File: config.mk
export PLATFORM = sky130hd
export DESIGN_NAME = sc_wb_regbank
export DESIGN_NICKNAME = d
export VERILOG_FILES = /design/src/rtl/sc_wb_regbank_pkg.sv /design/src/rtl/sc_wb_regbank_addr_decode.sv /design/src/rtl/sc_wb_regbank.sv
export SDC_FILE = /design/constraint.sdc
export NUM_CORES = 1
export LEC_CHECK = 0
export ABC_AREA = 1
export CORE_ASPECT_RATIO = 1.2
export CORE_MARGIN = 3
export CORE_UTILIZATION = 51
export DETAILED_ROUTE_END_ITERATION = 8
export PLACE_DENSITY = 0.87
export SYNTH_ARGS = -nofsm -noshare
export SYNTH_HDL_FRONTEND = slang
export SYNTH_SLANG_ARGS = --single-unit
File: constraint.sdc
create_clock -name clk40MHz -period 20.9 [get_ports clk40MHz]
set_input_delay 4.18 -clock clk40MHz [delete_from_list [all_inputs] [get_ports clk40MHz]]
set_output_delay 4.18 -clock clk40MHz [all_outputs]
set_load 0.01 [all_outputs]
File: src/rtl/sc_wb_regbank_pkg.sv
// sc_regbank_pkg: shared constants and types for the slow-control register bank.
//   - offset constants for the status window, bad-access counter and command register
//   - BAD_READ_VAL: data returned for reads of unmapped offsets
//   - sc_state_t: bus FSM states (IDLE/ACK/HOLD)
//   - sc_region_t: decoded target region of an access
package sc_regbank_pkg;

  localparam logic [15:0] OFS_STATUS_LO = 16'h0040;
  localparam logic [15:0] OFS_STATUS_HI = 16'h004F;
  localparam logic [15:0] OFS_BADCNT    = 16'h007E;
  localparam logic [15:0] OFS_CMD       = 16'h007F;

  localparam logic [7:0]  BAD_READ_VAL  = 8'hEE;

  typedef enum logic [1:0] {
    IDLE = 2'd0,
    ACK  = 2'd1,
    HOLD = 2'd2
  } sc_state_t;

  typedef enum logic [2:0] {
    REG_CFG    = 3'd0,
    REG_STATUS = 3'd1,
    REG_BADCNT = 3'd2,
    REG_CMD    = 3'd3,
    REG_BAD    = 3'd4
  } sc_region_t;

endpackage

File: src/rtl/sc_wb_regbank_addr_decode.sv
// sc_addr_decode: combinational address decoder for the register bank.
// Ports:
//   wb_adr_i  in  16 : bus address
//   wb_wen_i  in  1  : 1 = write, 0 = read
//   region    out    : decoded target region (sc_region_t)
//   idx       out 6  : register index within the region (config or status)
// A write into the read-only status window decodes as REG_BAD so the top
// drops it and counts it like any other illegal access.
module sc_addr_decode
  import sc_regbank_pkg::*;
#(
  parameter int          NUM_CFG   = 32,
  parameter logic [15:0] BASE_ADDR = 16'h0000
) (
  input  logic [15:0] wb_adr_i,
  input  logic        wb_wen_i,
  output sc_region_t  region,
  output logic [5:0]  idx
);

  localparam logic [15:0] NUM_CFG_W = 16'(NUM_CFG);

  // 17-bit subtraction: bit 16 set means the address lies below the base.
  logic [16:0] diff;
  logic [15:0] ofs;

  always_comb begin
    diff   = {1'b0, wb_adr_i} - {1'b0, BASE_ADDR};
    ofs    = diff[15:0];
    idx    = ofs[5:0];
    region = REG_BAD;
    if (!diff[16]) begin
      if (ofs < NUM_CFG_W) begin
        region = REG_CFG;
      end else if ((ofs >= OFS_STATUS_LO) && (ofs <= OFS_STATUS_HI)) begin
        region = wb_wen_i ? REG_BAD : REG_STATUS;
      end else if (ofs == OFS_BADCNT) begin
        region = REG_BADCNT;
      end else if (ofs == OFS_CMD) begin
        region = REG_CMD;
      end
    end
  end

endmodule

File: src/rtl/sc_wb_regbank.sv
// sc_wb_regbank: Wishbone-style slave register bank behind the slow-control master.
// Ports:
//   clk40MHz     in  1          : clock
//   rst          in  1          : asynchronous active-high reset
//   wb_adr_i     in  16         : access address
//   wb_wen_i     in  1          : 1 = write, 0 = read (qualified by wb_stb_i)
//   wb_stb_i     in  1          : access strobe
//   wb_dat_i     in  8          : write data
//   wb_ack_o     out 1          : one-cycle acknowledge
//   wb_dat_o     out 8          : read data, valid while wb_ack_o = 1
//   cfg_o        out NUM_CFG*8  : config register contents
//   status_i     in  128        : 16 read-only status bytes
//   cmd_pulse_o  out 8          : one-cycle command strobes
//   dbg_state    out 2          : current FSM state (sc_state_t encoding)
// Handshake: an access is taken on the first edge that sees wb_stb_i=1 in IDLE;
// wb_ack_o is high for exactly the following cycle; the strobe must then be
// sampled low once before another access is accepted. Every access, legal or
// not, is acknowledged.
module sc_wb_regbank
  import sc_regbank_pkg::*;
#(
  parameter int                  NUM_CFG   = 32,
  parameter logic [15:0]         BASE_ADDR = 16'h0000,
  parameter logic [NUM_CFG*8-1:0] CFG_RESET = '0
) (
  input  logic                 clk40MHz,
  input  logic                 rst,
  input  logic [15:0]          wb_adr_i,
  input  logic                 wb_wen_i,
  input  logic                 wb_stb_i,
  input  logic [7:0]           wb_dat_i,
  output logic                 wb_ack_o,
  output logic [7:0]           wb_dat_o,
  output logic [NUM_CFG*8-1:0] cfg_o,
  input  logic [127:0]         status_i,
  output logic [7:0]           cmd_pulse_o,
  output logic [1:0]           dbg_state
);

  sc_state_t            state_q;
  sc_region_t           region;
  logic [5:0]           idx;
  logic [7:0]           rd_data;
  logic [7:0]           badcnt_q;
  logic [NUM_CFG*8-1:0] cfg_q;

  sc_addr_decode #(
    .NUM_CFG   (NUM_CFG),
    .BASE_ADDR (BASE_ADDR)
  ) u_decode (
    .wb_adr_i (wb_adr_i),
    .wb_wen_i (wb_wen_i),
    .region   (region),
    .idx      (idx)
  );

  // Read mux for the addressed byte; status is sampled directly (already
  // synchronous to clk40MHz).
  always_comb begin
    rd_data = BAD_READ_VAL;
    case (region)
      REG_CFG: begin
        for (int k = 0; k < NUM_CFG; k++) begin
          if (idx == k[5:0]) rd_data = cfg_q[k*8 +: 8];
        end
      end
      REG_STATUS: begin
        for (int s = 0; s < 16; s++) begin
          if (idx[3:0] == s[3:0]) rd_data = status_i[s*8 +: 8];
        end
      end
      REG_BADCNT: rd_data = badcnt_q;
      REG_CMD:    rd_data = 8'h00;
      default:    rd_data = BAD_READ_VAL;
    endcase
  end

  always_ff @(posedge clk40MHz or posedge rst) begin
    if (rst) begin
      state_q     <= IDLE;
      wb_dat_o    <= 8'h00;
      cmd_pulse_o <= 8'h00;
      cfg_q       <= CFG_RESET;
      badcnt_q    <= 8'h00;
    end else begin
      // Command strobes live for the single ACK cycle only.
      cmd_pulse_o <= 8'h00;
      case (state_q)
        IDLE: begin
          if (wb_stb_i) begin
            state_q <= ACK;
            if (!wb_wen_i) begin
              wb_dat_o <= rd_data;
            end else begin
              case (region)
                REG_CFG: begin
                  for (int k = 0; k < NUM_CFG; k++) begin
                    if (idx == k[5:0]) cfg_q[k*8 +: 8] <= wb_dat_i;
                  end
                end
                REG_CMD:    cmd_pulse_o <= wb_dat_i;
                REG_BADCNT: badcnt_q    <= 8'h00;
                default: ;
              endcase
            end
            if ((region == REG_BAD) && (badcnt_q != 8'hFF)) begin
              badcnt_q <= badcnt_q + 8'h01;
            end
          end
        end
        ACK:     state_q <= wb_stb_i ? HOLD : IDLE;
        HOLD:    if (!wb_stb_i) state_q <= IDLE;
        default: state_q <= IDLE;
      endcase
    end
  end

  assign wb_ack_o  = (state_q == ACK);
  assign cfg_o     = cfg_q;
  assign dbg_state = state_q;

endmodule
**Word-level counts from Yosys, hierarchy flattened**

Index checks and enable logic that the tools add are counted.

- Input bits: 156
- Flip-flop bits (word level): 282

- Add/subtract/negate cells: 1
- Muxes and demuxes: 65
- Bitwise gates (word level): 1
- $lt $le $gt $ge: 3
- Reductions and logical operators: 43
- Equal/unequal tests: 57

Operators with widths:

| kind | number |
|---|---|
| two-way mux 8 bit | 55 |
| AND reduction 5 bit | 32 |
| equality test 6 x 5 -> 1 bit, second input constant | 16 |
| equality test 6 x 4 -> 1 bit, second input constant | 8 |
| equality test 16 x 7 -> 1 bit, second input constant | 2 |
| equality test 4 bit, second input constant | 8 |
| case mux 8 bit (4 select lines) | 1 |
| equality test 6 x 3 -> 1 bit, second input constant | 4 |
| equality test 4 x 3 -> 1 bit, second input constant | 4 |
| >= comparator 16 x 7 -> 1 bit, second input constant | 1 |
| <= comparator 16 x 7 -> 1 bit, second input constant | 1 |
| less-than comparator 16 x 6 -> 1 bit, second input constant | 1 |
| two-way mux 3 bit | 5 |
| equality test 6 x 2 -> 1 bit, second input constant | 2 |
| adder 8 x 1 -> 8 bit, second input constant | 1 |
| equality test 4 x 2 -> 1 bit, second input constant | 2 |
| != test 8 bit, second input constant | 1 |
| equality test 3 x 2 -> 1 bit, second input constant | 2 |
| equality test 6 x 1 -> 1 bit, second input constant | 1 |
| zero test 6 bit | 1 |
| two-way mux 2 bit | 3 |
| case mux 2 bit (3 select lines) | 1 |
| equality test 4 x 1 -> 1 bit, second input constant | 1 |
| zero test 4 bit | 1 |
| other kinds (13) | 16 |

**Longest topological paths before layout**

- Word-level depth: 34
- Depth in mapped cells: 39

**Hierarchy**

From an unflattened synthesis, not the netlist that was laid out.

- Cell total of the unflattened synthesis: 1796
- Area, all modules: 13934.6 µm²

Modules (own cells, without submodules):

| module | times used | sequential area each (µm²) | area an instance (µm²) | cells each |
|---|---|---|---|---|
| sc_wb_regbank | 1 | 7056.8 | 13758.2 | 1761 |
| sc_addr_decode | 1 | 0.0 | 176.4 | 35 |

**Worst setup path after synthesis**

Ideal clock, no wire load.

- Path type: input to register
- Start point: input port wb_adr_i[4]
- End point: register wb_dat_o[4]
- Path buffers: 1
- Library setup time: 0.117 ns
- Arrival: 6.273 ns
- Setup slack: 14.510 ns
- Stages on the path: 38
- Cell sequence: nor2_1 buf_2 nand2_4 or2_0 nand2_1 nand2_1 nand2_1 nand2_1 nand2_1 nand2_1 nand2_1 nand2_1 nand2_1 nand2_1 nand2_1 nand2_1 nand2_1 nand2_1 (+2 left out) nand2_1 nand2_1 nand2_1 nand2_1 nand2_1 nand2_1 nand2_1 nand2_1 nand2_1 nand2_1 nand2_1 nand2_1 nand2_1 nand2_1 nand2_1 nand2_1 nand2_1 nand2_1

- Longest elaborated chain between the ends: 34
- Elaborated cells between the ends (all ways): 79
- Those cells by class: 3 x order compare; 36 x eq/ne; 37 x mux; 3 x reduce/logical

RTL lines:

| item | RTL line | text |
|---|---|---|
| start, declared | sc_wb_regbank.sv:28 | `input logic [15:0] wb_adr_i,` |
| zero test 6 bit | sc_wb_regbank.sv:64 | `if (idx == k[5:0]) rd_data = cfg_q[k*8 +: 8];` |
| two-way mux 8 bit (32 in a row) | sc_wb_regbank.sv:64 |  |
| case mux 8 bit (4 select lines) (*) | sc_wb_regbank.sv:61 | `case (region)` |
| end signal, assigned | sc_wb_regbank.sv:93 | `wb_dat_o <= rd_data;` |
| end, declared | sc_wb_regbank.sv:33 | `output logic [7:0] wb_dat_o,` |

Every way passes the cells marked *; elsewhere a longest branch is shown, timed or not.
A chain may end at the register's enable or synchronous reset.

**Worst setup path after layout**

- Start point: input port wb_adr_i[5]
- End point: register wb_dat_o[4]

The elaborated chain is that of the path after synthesis.

==> metrics <==
WL final=58800 µm; multi-input logic area=6000 µm²; Die Height=186 µm; CP Class=primary input to flip-flop; clk_lat worst skew=0.54 ns; Slew Viols, Final=0; gr ovfl total=0; Arr. time, crit path=8.13 ns; Worst Path Required=21.33 ns; CP Launch Type=primary input; total iterations of the first detailed-routing run=8; HP Start=wb_dat_o[0]$_DFFE_PP0P_; DR iter-0 viols=1343; critical path's largest stage delay=0.64 ns; DR DRC count=0; post-synthesis sequential element count=282; Synth cell types=35; Post-synth top cells=nand2_1 (473), o21ai_0 (291), dfrtp_1 (282); Area growth syn-to-layout=39.9%; die area=29100 µm²; gr usage total=39.4%; min cycle time layout=7.70 ns; initial core utilization=52.1%; Root Buffer=clkbuf_16; Max FO, Critical Path=21; Die Wd=156 µm; Ys Warns=0; mean routed wirelength per cell=23.2 µm; final worst slack=13.20 ns; H-tree level count=1; DP HPWL=43300 µm; Clock Sinks=282; initial antenna violation count=6; Register Area=7060 µm²; Hold Fails Final Rpt=0; crit end category=flip-flop; post-synth top area share=51.1%; Setup Skew=0.0122 ns; R2R Setup Slk=17.86 ns; worst r2r src=dbg_state[0]$_DFFE_PP0P_; FF-to-FF End=cfg_o[6]$_DFFE_PP0P_; top_reg_cell synth=dfrtp_1; min-delay worst type=flip-flop to flip-flop; vias in the first global route=14700; layout cell share with drive strength beyond 1=8.25%; cts bufs inserted=27; vias post-DR=14900; Post-synth EDFFs=0; post-synth top area cell=dfrtp_1; relative slew slack=35.3%; cts hold-fix bufs=0; status=completed; Core ar.=26500 µm²; post-synthesis net count=1928; Setup Fix Bufs, Post-CTS=0; Peak VDD IR=66.6 µV; RSZ-0062 raised after global routing=false; mapped cell area=13800 µm²; worst r2r path cells=9; CTS tree=done; largest net degree at the start of global routing=146; Synth area leaders=dfrtp_1 (51%), nand2_1 (13%), o21ai_0 (11%); Setup TNS Final=0 ns; Avg Vias per Cell=5.88; final layout net count=2330; Max Fclk=130 MHz; WHS=0.494 ns; Fillers=2017; post-cts sizing count=0; CP max-delay cell=nor2_1; Worst Hold Depth=2; total power=1200 µW; first-pass GRT wire length=87600 µm; Cell Area, Placed=18400 µm²; CP most frequent cell=nand2_1; sequential area share after synthesis=51.1%; Final Instance Area=19300 µm²; gpl congestion=1.02; period utilization=36.8%; row count=65; Finish-stage setup viols=0; Port Buffer Count=430; Post-Syn Area per Cell=7.80 µm²; Leakage=0.00860 µW; Clock transition at path regs=0.07 ns; Max Cap Viol=0; count leader, synth=nand2_1; Post-Synthesis Cells=1771; pwr/cell area=62.0 nW/µm²; pre-CTS WS=12.72 ns; clock buffer depth=3; Worst Max-Slew Pin Slew=0.971 ns; IO Pins=431; asr flop ratio synth=100%; WHS Endpoint=wb_dat_o[0]$_DFFE_PP0P_; post-route antenna net violation count=0
## cell type report
class                           instances  area share [%]
Antenna cell                            5          0.0647
Clock buffer                           34            3.84
Clock inverter                         15           0.945
Inverter                              133            2.62
Multi-Input combinational cell       1287            31.0
Sequential cell                       282            36.5
Tap cell                              335            2.17
Timing Repair Buffer                  442            22.8
## sequential cells by signal, summed over array words and instances, names as in the netlist
name / cells
badcnt_q: 8
cfg_o: 256
cmd_pulse_o: 8
dbg_state: 2
wb_dat_o: 8
## metrics by stage
step | utilization (%) | cells
6_report | 72.9 | 2533
2_1_floorplan | - | 1771
3_3_place_gp | 69.4 | 2479
3_5_place_dp | 69.4 | 2479
5_1_grt | 72.9 | 2531
4_1_cts | 72.8 | 2528
## cells by family after synthesis
family	synth area share (%)
AND/OR/NAND/NOR	28.9
AO/OA/AOI/OAI	14.5
flip-flops	51.1
buffers and inverters	5.52
adder cells (fa/ha/maj)	0.0905
## layer usage
| metal | vias to the layer above | track usage, % | share of wire (%) |
|---|---|---|---|
| met1 | 6968 | 45.3 | 34 |
| met5 | - | 0 | 0.046 |
| met2 | 1016 | 64.3 | 47 |
| li1 | 6628 | - | - |
| met3 | 290 | 10.6 | 11 |
| met4 | 4 | 25.5 | 7.9 |
## layout by cell type (no fill, tap or decap), drive strengths merged, types with 2 or more instances in the layout
| cell | count |
|---|---|
| nor4 | 21 |
| o211ai | 2 |
| nor3 | 42 |
| inv | 130 |
| diode | 5 |
| o22ai | 11 |
| o21ai | 291 |
| a221oi | 5 |
| bufinv | 3 |
| a21oi | 47 |
| nand3 | 32 |
| buf | 12 |
| o221ai | 10 |
| or2 | 99 |
| nor2 | 200 |
| clkinvlp | 4 |
| nand4 | 35 |
| clkdlybuf4s50 | 430 |
| clkbuf | 34 |
| dfrtp | 282 |
| clkinv | 11 |
| o21a | 6 |
| nand2 | 478 |
## critical path, delay by kind of cell
family / cells / cell delay (ns)
buffers and inverters: 3 / 0.95
and+or+nand+nor: 35 / 2.95
## report_power, final
part / internal [µW] / leakage [µW] / switching [µW] / total (µW)
sequential: 553 / 0.00388 / 5.67 / 559
combinational: 49.3 / 0.00427 / 78.3 / 128
clock: 292 / 0.000442 / 220 / 512
## worst max path at each step
stage | endpoint | slack [ns] | from
2_1_floorplan | badcnt_q[0]$_DFFE_PP0P_ | 8.94 | rst
3_3_place_gp | wb_dat_o[4]$_DFFE_PP0P_ | 12.82 | wb_adr_i[5]
3_5_place_dp | wb_dat_o[4]$_DFFE_PP0P_ | 12.72 | wb_adr_i[5]
4_1_cts | wb_dat_o[4]$_DFFE_PP0P_ | 13.26 | wb_adr_i[5]
5_1_grt | wb_dat_o[4]$_DFFE_PP0P_ | 12.77 | wb_adr_i[5]
6_report | wb_dat_o[4]$_DFFE_PP0P_ | 13.20 | wb_adr_i[5]
(Power assumes the default switching activity.)
